<file path="config.mk">
export PLATFORM = sky130hd
export DESIGN_NAME = arbitro_calculo
export DESIGN_NICKNAME = d
export VERILOG_FILES = /design/src/rtl/arbitro_calculo.sv
export SDC_FILE = /design/constraint.sdc
export NUM_CORES = 1
export LEC_CHECK = 0
export ABC_CLOCK_PERIOD_IN_PS = 1900
export CAP_MARGIN = 10
export CORE_MARGIN = 1.5
export CORE_UTILIZATION = 40
export CTS_BUF_LIST = sky130_fd_sc_hd__clkbuf_16
export DETAILED_ROUTE_END_ITERATION = 10
export PLACE_DENSITY = 0.92
export SLEW_MARGIN = 20
export SYNTH_ARGS = -nofsm -noshare
export SYNTH_HDL_FRONTEND = slang
export SYNTH_SLANG_ARGS = --single-unit
</file>
<file path="constraint.sdc">
create_clock -name clk -period 1.9 [get_ports clk]
set_input_delay 0.38 -clock clk [delete_from_list [all_inputs] [get_ports clk]]
set_output_delay 0.38 -clock clk [all_outputs]
set_load 0.005 [all_outputs]
</file>
<file path="src/rtl/arbitro_calculo.sv">
// Round-robin arbiter granting two requesters access to one shared multi-cycle datapath.
// Latency: ack and dp_inicio on the grant edge; done one cycle after dp_pronto is sampled, or after TIMEOUT RUN cycles.
// Backpressure: a request waits, unlatched, while the datapath is busy; a dropped request is forgotten.
//
// Ports:
//   clk, rst (async active-low)
//   req0/req1, a*/b*/c* (W), k* (KW)         requester side: request level and operands
//   ack*/done*/err* (pulses), res* (W)       requester side: grant, completion, timeout, held result
//   dp_a/dp_b/dp_c (W), dp_k (KW)            latched operands to the shared datapath
//   dp_inicio, dp_clr, dp_pronto, dp_resultado   datapath start level, clear pulse, completion, result
module arbitro_calculo #(
    parameter int W       = 16,
    parameter int KW      = 8,
    parameter int TIMEOUT = 64
) (
    input  logic          clk,
    input  logic          rst,
    input  logic          req0,
    input  logic          req1,
    input  logic [W-1:0]  a0,
    input  logic [W-1:0]  b0,
    input  logic [W-1:0]  c0,
    input  logic [KW-1:0] k0,
    input  logic [W-1:0]  a1,
    input  logic [W-1:0]  b1,
    input  logic [W-1:0]  c1,
    input  logic [KW-1:0] k1,
    output logic          ack0,
    output logic          ack1,
    output logic          done0,
    output logic          done1,
    output logic          err0,
    output logic          err1,
    output logic [W-1:0]  res0,
    output logic [W-1:0]  res1,
    output logic [W-1:0]  dp_a,
    output logic [W-1:0]  dp_b,
    output logic [W-1:0]  dp_c,
    output logic [KW-1:0] dp_k,
    output logic          dp_inicio,
    output logic          dp_clr,
    input  logic          dp_pronto,
    input  logic [W-1:0]  dp_resultado
);

    localparam int CW = $clog2(TIMEOUT + 1);

    typedef enum logic [1:0] {
        IDLE = 2'd0,
        RUN  = 2'd1,
        FIN  = 2'd2
    } state_t;

    state_t        state;
    logic [CW-1:0] cnt;
    logic          last;   // requester served most recently
    logic          gnt;    // requester owning the current operation
    logic          sel;    // requester that would win arbitration this cycle

    // On a tie the requester not served last wins; a lone request wins outright.
    always_comb begin
        sel = req1;
        if (req0 && req1) begin
            sel = ~last;
        end
    end

    always_ff @(posedge clk or negedge rst) begin
        if (!rst) begin
            state     <= IDLE;
            cnt       <= '0;
            last      <= 1'b1;
            gnt       <= 1'b0;
            ack0      <= 1'b0;
            ack1      <= 1'b0;
            done0     <= 1'b0;
            done1     <= 1'b0;
            err0      <= 1'b0;
            err1      <= 1'b0;
            res0      <= '0;
            res1      <= '0;
            dp_a      <= '0;
            dp_b      <= '0;
            dp_c      <= '0;
            dp_k      <= '0;
            dp_inicio <= 1'b0;
            dp_clr    <= 1'b0;
        end else begin
            ack0   <= 1'b0;
            ack1   <= 1'b0;
            done0  <= 1'b0;
            done1  <= 1'b0;
            err0   <= 1'b0;
            err1   <= 1'b0;
            dp_clr <= 1'b0;
            case (state)
                IDLE: begin
                    if (req0 || req1) begin
                        gnt       <= sel;
                        ack0      <= ~sel;
                        ack1      <= sel;
                        dp_a      <= sel ? a1 : a0;
                        dp_b      <= sel ? b1 : b0;
                        dp_c      <= sel ? c1 : c0;
                        dp_k      <= sel ? k1 : k0;
                        dp_inicio <= 1'b1;
                        cnt       <= '0;
                        state     <= RUN;
                    end
                end
                RUN: begin
                    // A completion in the last allowed cycle beats the timeout.
                    if (dp_pronto) begin
                        if (gnt) begin
                            res1 <= dp_resultado;
                        end else begin
                            res0 <= dp_resultado;
                        end
                        done0     <= ~gnt;
                        done1     <= gnt;
                        dp_inicio <= 1'b0;
                        state     <= FIN;
                    end else if (cnt == CW'(TIMEOUT - 1)) begin
                        if (gnt) begin
                            res1 <= '0;
                        end else begin
                            res0 <= '0;
                        end
                        done0     <= ~gnt;
                        done1     <= gnt;
                        err0      <= ~gnt;
                        err1      <= gnt;
                        dp_clr    <= 1'b1;
                        dp_inicio <= 1'b0;
                        state     <= FIN;
                    end else begin
                        cnt <= cnt + 1'b1;
                    end
                end
                FIN: begin
                    // done is visible during this cycle; the pointer moves now
                    // so the very next IDLE cycle already sees the new priority.
                    last  <= gnt;
                    state <= IDLE;
                end
                default: begin
                    state <= IDLE;
                end
            endcase
        end
    end

endmodule

</file>
==> Word-level counts from Yosys, hierarchy flattened <==
Index checks and enable logic that the tools add are counted.
{ "op_classes": {"n_addsub": 1, "n_eq_ne": 7, "mux": 42, "bitwise_logic": 3, "n_reduce_logical": 11} }
{ "ops": {"columns": ["operator", "n"], "rows": [
  ["$mux W16", 11],
  ["$mux W1", 21],
  ["$mux W7", 3],
  ["$pmux W7 S2", 1],
  ["$reduce_and A3 Y1", 3],
  ["$mux W8", 1],
  ["$add A7 B1 Y7 const B", 1],
  ["$eq A7 B6 Y1 const B", 1],
  ["$mux W2", 3],
  ["$ne A2 B2 Y1 const B", 3],
  ["$pmux W2 S2", 1],
  ["$reduce_and A2 Y1", 2],
  ["$reduce_and A4 Y1", 1],
  ["$reduce_bool A2 Y1", 2],
  ["$ne A3 B3 Y1 const B", 1],
  ["$not A1 Y1", 3],
  ["$eq A2 B1 Y1 const B", 1],
  ["$eq A2 B2 Y1 const B", 1],
  ["$logic_not A2 Y1", 1],
  ["$pmux W1 S2", 1],
  ["$logic_and A1 B1 Y1", 1],
  ["$logic_or A1 B1 Y1", 1]
]} }
{ "word_totals": {"regBits": 107, "inputBits": 133, "output_inout_bits": 96, "elab_cells": 82} }

==> Depth between registers and ports, before layout <==
{ "depth": {"depth_word": 5, "depth_mapped": 7, "mapped_depth_nobuf": 5} }

==> Least setup slack after synthesis <==
No wires, ideal clock.
{ "synth_timing": {"kind": "register to register", "start": "reg cnt[0]", "end": "reg res0[10]", "setup_time_ns": 0.121, "arrival_time_ns": 1.613, "required_ns": 1.779, "slack_ns": 0.166, "stages_incl_launch_ff": 8, "n_path_buf": 2, "synth_period_minus_slack_ns": 1.734, "cell_sequence": "dfrtp_1 ha_1 nand2_2 o41ai_4 nand2b_1 buf_2 buf_6 a22o_1"} }
{ "synth_between": {"elab_chain_cells": 3} }
{ "synth_lines": {"columns": ["item", "line_no", "text"], "rows": [
  ["start, declared", "55", "logic [CW-1:0] cnt;"],
  ["start signal, assigned", "137", "cnt <= cnt + 1'b1;"],
  ["$eq A7 B6 Y1", "123", "end else if (cnt == CW'(TIMEOUT - 1)) begin"],
  ["$reduce_bool A2 Y1 (no line)", null, null],
  ["$reduce_and A3 Y1 (no line)", null, null],
  ["end signal, assigned", "117", "res0 <= dp_resultado;"],
  ["end, declared", "34", "output logic [W-1:0] res0,"]
]} }
Every way passes these cells.
A chain may end at the register's enable or synchronous reset.

==> Worst setup path in the final report <==
{ "layout_timing": {"start": "reg cnt[5]", "end": "reg res0[3]"} }
The elaborated chain is that of the path after synthesis.

==> impl_metrics.csv <==
group,metric,value,unit
routing,drc,0,
synth,synth_edf_count,0,
pwr,power_leakage,0.00328,uW
pwr,pwr-share-clk,0.180,
synth,synth.distinct_cells,40,
pwr,power_switching,3220,uW
placement,port_buffers,228,
synth,synth_largest_area_cell,"sky130_fd_sc_hd__dfrtp_1",
clocking,cts_made_buffers,9,
routing,number_of_drc_markers_in_iteration_0,204,
global_routing,largest_net_degree_at_the_start_of_global_routing,64,
synth,asyncSetResetFlopFracSynth,1.00,
routing,detail_route.vias_per_cell,5.13,
critical_path,critPathRequiredTime,2130,ps
critical_path,worst_setup_path_end_kind,"register",
sta,finalSetupViolCount,0,
sta,timing_worst_slew_pin_value,589,ps
pwr,netSwitchingFraction,0.313,
critical_path,timing.reg2reg.worst_path_depth,5,
critical_path,setup.worst_path.start_class,"register",
cells_and_area,layout.area.seq,0.00268,mm2
critical_path,timing.critical_path.buf_inv,1,
global_routing,grt_first_pass_wirelength,18700,um
routing,drt_antenna_net_count,0,
cells_and_area,drive_above_1_share,0.0767,
pwr,power.share.combinational,0.433,
clocking,worstSkewPairLatency,340,ps
global_routing,gr-total-overflow,0,
synth,synth.top_cells.by_area,"sky130_fd_sc_hd__dfrtp_1, sky130_fd_sc_hd__mux2i_1, sky130_fd_sc_hd__nand2_1",
cells_and_area,filler_cell_count,797,
floorplanning,chipHeight,109,um
synth,yosys.area.top_type_share,0.592,
synth,synth_commonest_cells,"sky130_fd_sc_hd__dfrtp_1, sky130_fd_sc_hd__nand2_1, sky130_fd_sc_hd__mux2i_1, sky130_fd_sc_hd__o21ai_0, sky130_fd_sc_hd__a22o_1",
routing,vias,3927,
synth,synth_area_per_cell,11.4,um2
sta,finClkSkew,5.52,ps
synth,netlist_area,0.00448,mm2
pwr,power.ir.vdd_worst,0.770,mV
critical_path,critical_path.max_stage_delay,460,ps
critical_path,crit_path_cell_trace,"nand4b_4 -> o41ai_4 -> nand2b_1 -> buf_4 -> a22o_1",
floorplanning,die_area,0.0118,mm2
synth,flop_and_latch_count_out_of_synthesis,107,
floorplanning,fp-row-count,38,
synth,dominantRegCellSynth,"sky130_fd_sc_hd__dfrtp_1",
pwr,power.share.sequential,0.386,
sta,final_period_minus_worst_setup_slack,1780,ps
critical_path,timing.critical_path.max_delay_family,"compound AO/OA/AOI/OAI gates",
placement,placement.setup.worst_slack,-84.4,ps
floorplanning,die-width,109,um
critical_path,reg2reg_slack,120,ps
critical_path,critical_path_class,"register to register",
placement,dp_hpwl,9180,um
cells_and_area,combined_area_of_the_multi_input_logic_cells,0.00168,mm2
synth,synth_sequential_area_ratio,0.598,
synth,number_of_instances_in_the_synthesized_netlist,393,
cells_and_area,area_growth,64.0,%
clocking,ctsLongestPathBuffers,2,
routing,drt_total_wl,12100,um
synth,synthesis.yosys.warnings,0,
clocking,cts_root_buf,"sky130_fd_sc_hd__clkbuf_16",
pwr,power-per-cell-area,1400,mW/mm2
floorplanning,boundaryPins,229,
global_routing,via_count_of_the_first_global_routing_pass,3884,
sta,max_slew_margin,0.607,
sta,fmaxAchievable,563,MHz
sta,rsz0062_at_grt,"no",
floorplanning,core_area,0.0109,mm2
run_status,run_status,"finished clean",
synth,synth.net_count,527,
job,cap_violations,0,
placement,gp_routability_congestion,0.782,
global_routing,grt_use_total,0.203,
routing,firstDrtPassIters,4,
clocking,clock_tree_from_tritoncts,"built",
critical_path,worst_ep_arrival_time,2000,ps
critical_path,worstPathMaxFanout,9,
sta,hold_ws,408,ps
cells_and_area,nets,755,
sta,maxSlewViolCount,0,
sta,fin_ws,123,ps
pwr,cellInternalPower,7080,uW
critical_path,cp_slowest_cell,"sky130_fd_sc_hd__dfrtp_1",
sta,layout_worst_path_cycle_share,0.935,
cells_and_area,postLayoutCoreUtil,0.674,
sta,final-hold-violation-count,0,
routing,routed_wire_length_per_instance,15.9,um
synth,synth.most_common_cell,"sky130_fd_sc_hd__dfrtp_1",
cells_and_area,insertedDiodeCount,0,
min_path,hold_path_class,"input pin to asynchronous set/reset pin",
critical_path,cp.depth,5,
global_routing,initial_antenna_violation_count,0,
clocking,clk_pin_slew,70,ps
sta,final.setup.tns,0,ps
clocking,h-tree-depth,3,
floorplanning,start_util,0.411,
clocking,cts.sink_count,107,
==> sequential cells by signal (all words and copies together) (netlist names), 2 cells and up <==
name / flops
cnt: 7
dp_a: 16
dp_b: 16
dp_c: 16
dp_k: 8
res0: 16
res1: 16
state: 2
==> power by group through the flow <==
stage	Sequential (uW)	Clock (uW)	Combinational, uW
finish	3980	1860	4460
global route	4100	2010	4850
CTS	3960	1910	4490
detailed placement	3990	0	4470
global placement	3940	0	4300
floorplan	3930	0	1720
==> final cells by class <==
| class | count | area share |
|---|---|---|
| sequential | 107 | 0.365 |
| timing repair buffer | 246 | 0.339 |
| multi-input combinational | 254 | 0.229 |
| clock buffer | 9 | 0.0307 |
| tap | 140 | 0.0239 |
| clock inverter | 7 | 0.0104 |
| inverter | 3 | 0.00153 |
==> kinds of logic after synthesis <==
| logic type | Yosys count | synth area share |
|---|---|---|
| AO/OA/AOI/OAI | 101 | 0.160 |
| adder cells (fa/ha/maj) | 1 | 0.00279 |
| AND/OR/NAND/NOR | 111 | 0.113 |
| buffers and inverters | 32 | 0.0344 |
| multiplexers | 41 | 0.0916 |
| flip-flops | 107 | 0.598 |
==> path summary, 6_finish.rpt <==
path,from,end
min,rst,dp_c[1]$_DFFE_PN0P_
max in group asynchronous,rst,last$_DFFE_PN1N_
min reg2reg,dp_c[1]$_DFFE_PN0P_,dp_c[1]$_DFFE_PN0P_
max reg2reg,cnt[5]$_DFFE_PN0P_,res0[3]$_DFFE_PN0P_
max,cnt[5]$_DFFE_PN0P_,res0[3]$_DFFE_PN0P_
min in group clk,dp_c[1]$_DFFE_PN0P_,dp_c[1]$_DFFE_PN0P_
==> cell usage in the layout, fill, tap and decap left out, types with 2 or more instances in the layout <==
master                            count
sky130_fd_sc_hd__a22o_1              32
sky130_fd_sc_hd__a22oi_1             16
sky130_fd_sc_hd__a31oi_1              2
sky130_fd_sc_hd__buf_12               6
sky130_fd_sc_hd__buf_4               12
sky130_fd_sc_hd__clkbuf_16            9
sky130_fd_sc_hd__clkdlybuf4s50_1    227
sky130_fd_sc_hd__clkinv_4             3
sky130_fd_sc_hd__dfrtp_1            103
sky130_fd_sc_hd__dfrtp_2              3
sky130_fd_sc_hd__inv_1                2
sky130_fd_sc_hd__mux2i_1             41
sky130_fd_sc_hd__nand2_1             79
sky130_fd_sc_hd__nand2b_1             2
sky130_fd_sc_hd__nand3_1              8
sky130_fd_sc_hd__nor2_1               5
sky130_fd_sc_hd__nor3_1               4
sky130_fd_sc_hd__o21ai_0             41
==> worst register-to-register path, delay by kind of cell, from the launching register on <==
kind	cells	cell delay [ps]
DFF	1	460
buffers and inverters	1	190
AOI/OAI and AO/OA	2	700
and+or+nand+nor	2	320
==> per-stage QoR <==
stage,std cells,area (um2),power (uW)
after floorplan,393,4480,5650
after global placement,747,6990,8240
after detailed placement,747,6990,8460
after CTS,764,7310,10400
after global routing,766,7340,11000
final,766,7340,10300
==> repair_timing <==
action                                 4_1_cts  5_1_grt
hold buffers                                 1        0
endpoints found under the hold margin        9        0
setup endpoints to repair                    0       32
buffers inserted                             0        2
resized for setup                            0        6
==> layer usage <==
layer,track usage,share of wire
met1,0.240,0.40
met2,0.364,0.50
met3,0.0442,0.087
met4,0.0695,0.016
met5,0,0
Power figures use the tool's default switching activity.
